**src/rtl/seq_player_if.sv**
```systemverilog
// Player-side signal bundle: pushbuttons and ROM data toward the player,
// ROM address, step index and frequency word back out.
interface seq_player_if;
  logic       KEY0;
  logic       KEY1;
  logic       KEY2;
  logic       KEY3;
  logic [7:0] rom_data;
  logic [6:0] rom_addr;
  logic [6:0] seq_num;
  logic [7:0] freq_num;
  logic       freq_valid;
  logic       playing;

  modport master (
    input  KEY0, KEY1, KEY2, KEY3, rom_data,
    output rom_addr, seq_num, freq_num, freq_valid, playing
  );

  modport slave (
    output KEY0, KEY1, KEY2, KEY3, rom_data,
    input  rom_addr, seq_num, freq_num, freq_valid, playing
  );
endinterface

```
**src/rtl/seq_player.sv**
```systemverilog
// Step sequencer: debounced play/stop/step keys drive an IDLE/PLAY/PAUSE FSM
// whose step indexes an external ROM; each new step reloads freq_num.
module seq_player #(
  parameter int TICK_DIV  = 12500000,
  parameter int NUM_STEPS = 16,
  parameter int DB_CYC    = 500000
) (
  input  logic         CLOCK_50,
  input  logic         reset,
  seq_player_if.master bus
);

  localparam int            TW        = $clog2(TICK_DIV + 1);
  localparam int            DW        = $clog2(DB_CYC + 1);
  localparam logic [TW-1:0] TICK_LAST = TW'(TICK_DIV - 1);
  localparam logic [DW-1:0] DB_LAST   = DW'(DB_CYC - 1);
  localparam logic [6:0]    STEP_LAST = 7'(NUM_STEPS - 1);

  typedef enum logic [1:0] {IDLE, PLAY, PAUSE} state_e;

  logic [3:0]    keys_raw;
  logic [3:0]    sync1_q, sync2_q, level_q, ev_q;
  logic [DW-1:0] db_cnt_q [4];

  state_e        state_q, state_d;
  logic [6:0]    step_q, step_d, step_inc, step_dec;
  logic [TW-1:0] tick_q, tick_d;
  logic          start_q, reload;
  logic [1:0]    load_q;
  logic [7:0]    freq_q;
  logic          valid_q, playing_q;

  assign keys_raw = {bus.KEY3, bus.KEY2, bus.KEY1, bus.KEY0};

  // Keys idle high; ev_q pulses for one cycle when a debounced level falls.
  always_ff @(posedge CLOCK_50) begin
    if (reset) begin
      sync1_q <= '1;
      sync2_q <= '1;
      level_q <= '1;
      ev_q    <= '0;
      for (int k = 0; k < 4; k++) db_cnt_q[k] <= '0;
    end else begin
      // NOTE: non-blocking assignments let sync1_q/sync2_q form a real two-stage chain.
      sync1_q <= keys_raw;
      sync2_q <= sync1_q;
      ev_q    <= '0;
      for (int k = 0; k < 4; k++) begin
        if (sync2_q[k] == level_q[k]) begin
          db_cnt_q[k] <= '0;
        end else if (db_cnt_q[k] == DB_LAST) begin
          db_cnt_q[k] <= '0;
          level_q[k]  <= sync2_q[k];
          ev_q[k]     <= ~sync2_q[k];
        end else begin
          db_cnt_q[k] <= db_cnt_q[k] + 1'b1;
        end
      end
    end
  end

  assign step_inc = (step_q == STEP_LAST) ? 7'd0 : step_q + 7'd1;
  assign step_dec = (step_q == 7'd0) ? STEP_LAST : step_q - 7'd1;

  // Priority: stop > play/pause > tick advance > step fwd > step back.
  always_comb begin
    // NOTE: defaults first so every path assigns every variable and no latch is inferred.
    state_d = state_q;
    step_d  = step_q;
    tick_d  = tick_q;
    if (ev_q[1]) begin
      state_d = IDLE;
      step_d  = 7'd0;
      tick_d  = '0;
    end else if (ev_q[0]) begin
      case (state_q)
        IDLE: begin
          state_d = PLAY;
          tick_d  = '0;
        end
        PLAY:    state_d = PAUSE;
        default: state_d = PLAY;
      endcase
    end else if (state_q == PLAY) begin
      if (tick_q == TICK_LAST) begin
        tick_d = '0;
        step_d = step_inc;
      end else begin
        tick_d = tick_q + 1'b1;
      end
    end else if (ev_q[2]) begin
      step_d = step_inc;
    end else if (ev_q[3]) begin
      step_d = step_dec;
    end
  end

  assign reload = start_q | ev_q[1] | (step_d != step_q);

  // load_q[0]: address presented this cycle; load_q[1]: ROM word arrives next edge.
  // A new reload cancels both stages so only the latest address ever lands.
  always_ff @(posedge CLOCK_50) begin
    if (reset) begin
      state_q   <= IDLE;
      step_q    <= 7'd0;
      tick_q    <= '0;
      start_q   <= 1'b1;
      load_q    <= 2'b00;
      freq_q    <= 8'h00;
      valid_q   <= 1'b0;
      playing_q <= 1'b0;
    end else begin
      state_q   <= state_d;
      step_q    <= step_d;
      tick_q    <= tick_d;
      start_q   <= 1'b0;
      load_q    <= {load_q[0] & ~reload, reload};
      valid_q   <= load_q[1] & ~reload;
      if (load_q[1] && !reload) freq_q <= bus.rom_data;
      playing_q <= (state_d == PLAY);
    end
  end

  assign bus.rom_addr   = step_q;
  assign bus.seq_num    = step_q;
  assign bus.freq_num   = freq_q;
  assign bus.freq_valid = valid_q;
  assign bus.playing    = playing_q;

endmodule
```
**src/flat_wrapper.sv**
```systemverilog
// flat-port wrapper written by rule: the top's interface ports become plain ports
module seq_player_flat 
#(
  parameter int TICK_DIV  = 12500000,
  parameter int NUM_STEPS = 16,
  parameter int DB_CYC    = 500000
)
  (CLOCK_50, reset, bus_KEY0, bus_KEY1, bus_KEY2, bus_KEY3, bus_rom_data, bus_rom_addr, bus_seq_num, bus_freq_num, bus_freq_valid, bus_playing);
  seq_player_if bus_i ();
  input  logic CLOCK_50;
  input  logic reset;
  input wire logic [$bits(bus_i.KEY0)-1:0] bus_KEY0;
  input wire logic [$bits(bus_i.KEY1)-1:0] bus_KEY1;
  input wire logic [$bits(bus_i.KEY2)-1:0] bus_KEY2;
  input wire logic [$bits(bus_i.KEY3)-1:0] bus_KEY3;
  input wire logic [$bits(bus_i.rom_data)-1:0] bus_rom_data;
  output wire logic [$bits(bus_i.rom_addr)-1:0] bus_rom_addr;
  output wire logic [$bits(bus_i.seq_num)-1:0] bus_seq_num;
  output wire logic [$bits(bus_i.freq_num)-1:0] bus_freq_num;
  output wire logic [$bits(bus_i.freq_valid)-1:0] bus_freq_valid;
  output wire logic [$bits(bus_i.playing)-1:0] bus_playing;
  assign bus_i.KEY0 = bus_KEY0;
  assign bus_i.KEY1 = bus_KEY1;
  assign bus_i.KEY2 = bus_KEY2;
  assign bus_i.KEY3 = bus_KEY3;
  assign bus_i.rom_data = bus_rom_data;
  assign bus_rom_addr = bus_i.rom_addr;
  assign bus_seq_num = bus_i.seq_num;
  assign bus_freq_num = bus_i.freq_num;
  assign bus_freq_valid = bus_i.freq_valid;
  assign bus_playing = bus_i.playing;
  seq_player #(.TICK_DIV(TICK_DIV), .NUM_STEPS(NUM_STEPS), .DB_CYC(DB_CYC)) u_core (.CLOCK_50(CLOCK_50), .reset(reset), .bus(bus_i));
endmodule
```
**config.mk**
```make
export PLATFORM = sky130hd
export DESIGN_NAME = seq_player_flat
export DESIGN_NICKNAME = d
export VERILOG_FILES = /design/src/rtl/seq_player_if.sv /design/src/rtl/seq_player.sv /design/src/flat_wrapper.sv
export SDC_FILE = /design/constraint.sdc
export NUM_CORES = 1
export LEC_CHECK = 0
export ABC_CLOCK_PERIOD_IN_PS = 3200
export CAP_MARGIN = 40
export CORE_MARGIN = 1
export CORE_UTILIZATION = 60
export DETAILED_ROUTE_END_ITERATION = 16
export HOLD_SLACK_MARGIN = 0.06
export PLACE_DENSITY_LB_ADDON = 0.2
export SYNTH_ARGS = -nofsm -noshare
export SYNTH_HDL_FRONTEND = slang
export SYNTH_SLANG_ARGS = --single-unit
```
**constraint.sdc**
```tcl
create_clock -name CLOCK_50 -period 3.2 [get_ports CLOCK_50]
set_input_delay 0.48 -clock CLOCK_50 [delete_from_list [all_inputs] [get_ports CLOCK_50]]
set_output_delay 0.48 -clock CLOCK_50 [all_outputs]
set_load 0.02 [all_outputs]
```
==> out/results.txt, run 1 <==
fin nets = 902
final setup TNS = 0 ns
Antenna Violating Nets Remaining = 0
initial antenna violation count = 0
crit-path cells = inv_1, ha_1, nor2b_1, a31o_2, a2111oi_0, nand4_1, nor4b_2, buf_4, mux2i_1
Hold-fix buffers, CTS = 0
status = complete, no violations
Yosys warnings = 0
crit share post-route = 0.820
Async S/R FF share, synth = 0
synthesized area = 7410 um^2
Crit. Startpoint = u_core.bus.rom_addr[1]$_SDFF_PP0_
# setup viols final = 0
GP Congestion = 0.841
number of synthesized flops with an enable pin = 76
post-route cell area = 8700 um^2
Slowest-stage cell, CP = dfxtp_1
Die H = 113 um
arrival time of the worst setup path = 2.97 ns
register area share after synthesis = 0.475
# fillers = 879
core area = 12000 um^2
Max Fclk = 0.381 GHz
H-tree Lvls = 4
M2 GR Usage = 0.427
Die X = 113 um
Starting Density = 0.617
DR pass1 iterations = 5
largest stage delay on the critical path = 0.46 ns
CTS resizes = 0
post-layout power = 4.00 mW
worst skew pair latency = 0.42 ns
#FFs+latches synth = 138
Netlist cell types = 64
Hold WC Path Type = register to register
die footprint = 12800 um^2
vias in the first global route = 5693
Via Count = 5969
GRT met3 Usage = 0.0568
Final Max Slew Viols = 0
measured slew at the worst slew-check pin = 0.747 ns
Setup Crit Path Kind = register to register
clock sink count = 138
Avg Synthesized Cell Area = 9.49 um^2
Max Cap Viol = 0
layout cells sized above 1 = 0.0649
drt wl/cell = 15.0 um
final wirelength = 15600 um
post-CTS setup buffers = 0
post-place instance area = 8130 um^2
met1 Track Usage GR = 0.316
peak supply drop = 0.416 mV
Lkg Pwr = 3.04 nW
Critical Path End Type = register
GRT Total Usage = 0.255
CTS Buf Count = 17
grt peak-use layer = met2
Reg-to-Reg Start = u_core.bus.rom_addr[1]$_SDFF_PP0_
DRT iter0 DRCs = 432
Tmin final = 2.62 ns
RSZ-0062 raised after global routing = false
Power Density = 460 nW/um^2
most frequent cells in the layout = 117 x nor2_1, 76 x edfxtp_1, 76 x conb_1, 62 x dfxtp_1
antenna diode count = 0
Final Hold Viols = 0
Slew headroom = 0.501
first-pass GRT wire length = 26100 um
Post-DP HPWL = 10900 um
ys flop type = edfxtp_1
Post-Syn Instances = 781
# DRC = 0
Top Ports = 38
Hold Path Origin = u_core.sync1_q[0]$_SDFF_PP1_
area delta synth->final = 17.3%
port buffer count = 37
CP Data Required Time = 3.55 ns
DR vias/cell = 5.74
clock slew at the register clock pins of the worst setup and hold paths = 0.06 ns
clk buf depth = 2
commonest non-fill, non-tap cell in the layout = nor2_1
CTS tree = built
CTS root buffer = clkbuf_16
largest net degree at the start of global routing = 24
num rows = 40
kind of start point of the critical path = register
Overflow after GRT = 0
CP max FO = 9
worst clock skew = 0.00803 ns
## layout make-up
| cell class | count | area (um^2) | share of cell area |
|---|---|---|---|
| Clock buffer | 31 | 559 | 0.0643 |
| Clock inverter | 1 | 5.00 | 0.000576 |
| Inverter | 17 | 63.8 | 0.00734 |
| Multi-Input combinational cell | 658 | 3910 | 0.449 |
| Sequential cell | 138 | 3520 | 0.405 |
| Tap cell | 147 | 184 | 0.0212 |
| Timing Repair Buffer | 48 | 453 | 0.0521 |
## metrics by stage
step	instances	utilization	hold WS, ns	setup slack (ns)
global placement	1008	0.677	0.390	0.670
CTS	1040	0.724	0.406	0.570
floorplan	856	-	0.389	0.411
detailed placement	1008	0.677	0.397	0.590
finish	1040	0.724	0.405	0.576
global route	1040	0.724	0.412	0.322
## power breakdown
part | switching (mW) | total (mW) | internal (mW)
Sequential | 0.0511 | 1.97 | 1.92
Combinational | 0.104 | 0.186 | 0.0827
Clock | 0.676 | 1.84 | 1.16
## Yosys cell counts, drive strengths merged, types with 20 or more instances
cell type | n | area, um^2
nand2b | 21 | 131
a21oi | 36 | 180
nor2 | 117 | 439
nand3 | 46 | 230
clkbuf | 29 | 109
nor3 | 20 | 105
o21ai | 23 | 119
nand2 | 44 | 165
xor2 | 46 | 403
dfxtp | 62 | 1240
xnor2 | 35 | 307
nand4 | 26 | 163
edfxtp | 76 | 2280
## sequential cells by signal, indices dropped and copies added, names as in the netlist
signal / flops
u_core.tick_q: 24
u_core.bus.freq_num: 8
u_core.sync2_q: 4
u_core.sync1_q: 4
u_core.bus.rom_addr: 7
u_core.bus.playing: 1
u_core.ev_q: 4
u_core.start_q: 1
u_core.level_q: 4
u_core.state_q: 2
u_core.load_q: 2
u_core.db_cnt_q: 76
u_core.bus.freq_valid: 1
## kinds of logic (layout without fill, tap and decap cells)
kind of cell	after synthesis	after routing	share of synthesized area
AOI/OAI and AO/OA	107	107	0.0961
xor gates and xnor gates	81	81	0.0957
adders and majority gates	8	8	0.0135
buffers and inverters	60	97	0.0363
DFF	138	138	0.475
muxes	13	13	0.0176
other	1	76	0.000506
and+or+nand+nor	373	373	0.265
## worst max-delay path, delay by kind of cell (launching register included)
kind	cells	cell delay (ns)
simple gates	3	0.59
mux	1	0.20
compound gates	2	0.65
flops	1	0.46
fa+ha+maj	1	0.26
buf+inv	2	0.38
## worst paths after layout
| check | slack [ns] | cells after the start | endpoint |
|---|---|---|---|
| hold reg to reg | 0.41 | 1 | u_core.sync2_q[0]$_SDFF_PP1_ |
| hold / removal | 0.41 | 1 | u_core.sync2_q[0]$_SDFF_PP1_ |
| setup / recovery | 0.58 | 9 | u_core.bus.freq_num[4]$_SDFFE_PP0P_ |
| setup reg to reg | 0.58 | 9 | u_core.bus.freq_num[4]$_SDFFE_PP0P_ |
## metal layers
metal  vias up  part of all wire
li1       2949                 -
met1      2799              0.43
met2       194              0.49
met3        27             0.052
met4         0             0.019
met5         -                 0
Note: power is estimated with default switching activity, not from simulation.
==> run 2: changes to the inputs <==
--- a/config.mk
+++ b/config.mk
@@ -5,10 +5,10 @@
 export SDC_FILE = /design/constraint.sdc
 export NUM_CORES = 1
 export LEC_CHECK = 0
-export ABC_CLOCK_PERIOD_IN_PS = 3200
+export ABC_CLOCK_PERIOD_IN_PS = 2280
 export CAP_MARGIN = 40
 export CORE_MARGIN = 1
-export CORE_UTILIZATION = 60
+export CORE_UTILIZATION = 55
 export DETAILED_ROUTE_END_ITERATION = 16
 export HOLD_SLACK_MARGIN = 0.06
 export PLACE_DENSITY_LB_ADDON = 0.2
==> constraint.sdc (replaced) <==
create_clock -name CLOCK_50 -period 2.28 [get_ports CLOCK_50]
set_input_delay 0.342 -clock CLOCK_50 [delete_from_list [all_inputs] [get_ports CLOCK_50]]
set_output_delay 0.342 -clock CLOCK_50 [all_outputs]
set_load 0.02 [all_outputs]
==> out/results.txt, run 2 (synthesis gave the netlist of run 1 again) <==
status = complete, but fails checks
failing checks = negative setup slack
switching power = 1.27 mW
CTS tree = built
Top reg by flops = u_core.db_cnt_q
# fillers = 1010
GP Congestion = 0.983
commonest non-fill, non-tap cell in the layout = nor2_1
final wirelength = 17400 um
Lkg Pwr = 3.40 nW
DR pass1 iterations = 5
worst skew pair latency = 0.42 ns
arrival time of the worst setup path = 2.67 ns
Logic pwr share = 0.053
post-route cell area = 9340 um^2
crit share post-route = 1.03
register area = 3530 um^2
Final Hold Viols = 0
Max Cap Viol = 0
Die X = 118 um
CTS root buffer = clkbuf_16
fin util = 0.708
post-place instance area = 8590 um^2
num rows = 42
core area = 13200 um^2
Die H = 118 um
Clock Power Share = 0.477
CP max FO = 10
Top Ports = 38
Via Count = 6362
switching share of power = 0.216
Antenna Violating Nets Remaining = 0
Critical Path End Type = register
CTS Buf Count = 17
measured slew at the worst slew-check pin = 0.630 ns
DRT iter0 DRCs = 409
most frequent cells in the layout = 117 x nor2_1, 76 x edfxtp_1, 76 x conb_1, 63 x buf_4, 60 x dfxtp_1
Overflow after GRT = 0
Setup Crit Path Kind = register to register
die footprint = 13900 um^2
area delta synth->final = 26.0%
Seq pwr share = 0.470
Hold WC Path Type = register to register
# placed instances = 1086
kind of start point of the critical path = register
# setup viols final = 4
Slew headroom = 0.579
DR vias/cell = 5.66
H-tree Lvls = 4
fin nets = 957
vias in the first global route = 6183
final non-filler cell total = 1124
largest net degree at the start of global routing = 20
peak supply drop = 0.537 mV
# DRC = 0
Max Fclk = 0.426 GHz
clock slew at the register clock pins of the worst setup and hold paths = 0.06 ns
multi-input logic area = 4000 um^2
clk buf depth = 2
worst clock skew = 0.0117 ns
Tmin final = 2.35 ns
Power Density = 631 nW/um^2
drt wl/cell = 15.5 um
CP Data Required Time = 2.60 ns
antenna diode count = 0
port buffer count = 37
Post-DP HPWL = 11800 um
RSZ-0062 raised after global routing = true
GRT Total Usage = 0.257
Final Max Slew Viols = 0
clock sink count = 138
post-route setup slack = -0.0669 ns
first-pass GRT wire length = 28800 um
layout cells sized above 1 = 0.140
max reg flops = 76
initial antenna violation count = 0
Starting Density = 0.562
P_int = 4.62 mW
[run 2: what timing repair did]
| action | 4_1_cts | 5_1_grt |
|---|---|---|
| pin swaps | 2 | 0 |
| hold buffers | 0 | 0 |
| setup buffers | 2 | 3 |
| resized for setup | 7 | 14 |
| endpoints found under the setup margin | 8 | 32 |
| cloned | 1 | 0 |
[run 2: through the flow]
stage	hold slack, ns	TNS [ns]	power (mW)	worst slack (ns)
after floorplan	0.370	0	2.99	0.0152
after global placement	0.398	0	3.08	0.0620
after detailed placement	0.393	-0.0594	3.10	-0.0396
after CTS	0.407	-0.00483	5.91	-0.00483
after global routing	0.415	-0.919	6.06	-0.134
final	0.406	-0.0972	5.89	-0.0669
[run 2: power groups by stage]
stage | combinational [mW] | clock, mW | sequential, mW
floorplan | 0.188 | 0 | 2.81
global placement | 0.274 | 0 | 2.81
detailed placement | 0.281 | 0 | 2.81
CTS | 0.292 | 2.85 | 2.76
global route | 0.341 | 2.95 | 2.78
finish | 0.311 | 2.81 | 2.77
[run 2: worst paths after layout]
path | startpoint | to | slack (ns) | cells after the start
worst min register to register | u_core.sync1_q[1]$_SDFF_PP1_ | u_core.sync2_q[1]$_SDFF_PP1_ | 0.41 | 1
worst max-delay path | u_core.ev_q[2]$_SDFF_PP0_ | u_core.load_q[1]$_SDFF_PP0_ | -0.07 | 9
worst min-delay path | u_core.sync1_q[1]$_SDFF_PP1_ | u_core.sync2_q[1]$_SDFF_PP1_ | 0.41 | 1
worst max register to register | u_core.ev_q[2]$_SDFF_PP0_ | u_core.load_q[1]$_SDFF_PP0_ | -0.07 | 9
[run 2: per-layer routing]
layer	share of wire	GRT usage	vias up
met5	0	0	-
met2	0.50	0.444	238
met4	0.023	0.115	0
met3	0.056	0.0543	43
li1	-	-	3045
met1	0.42	0.307	3036
[run 2: area by class of cell]
cell class | count | area share
sequential | 138 | 0.378
inverter | 17 | 0.00737
tap | 176 | 0.0236
clock inverter | 7 | 0.00469
timing repair buffer | 103 | 0.0958
multi-input combinational | 658 | 0.428
clock buffer | 25 | 0.0623
[run 2: critical path, cell delays in order, from the launching register on]
cell,delay [ns]
dfxtp_1,0.52
buf_4,0.25
nand2_1,0.10
a2111oi_1,0.59
a2111oi_4,0.11
nand4_1,0.19
buf_4,0.14
buf_4,0.10
nor3_1,0.05
and3b_1,0.19
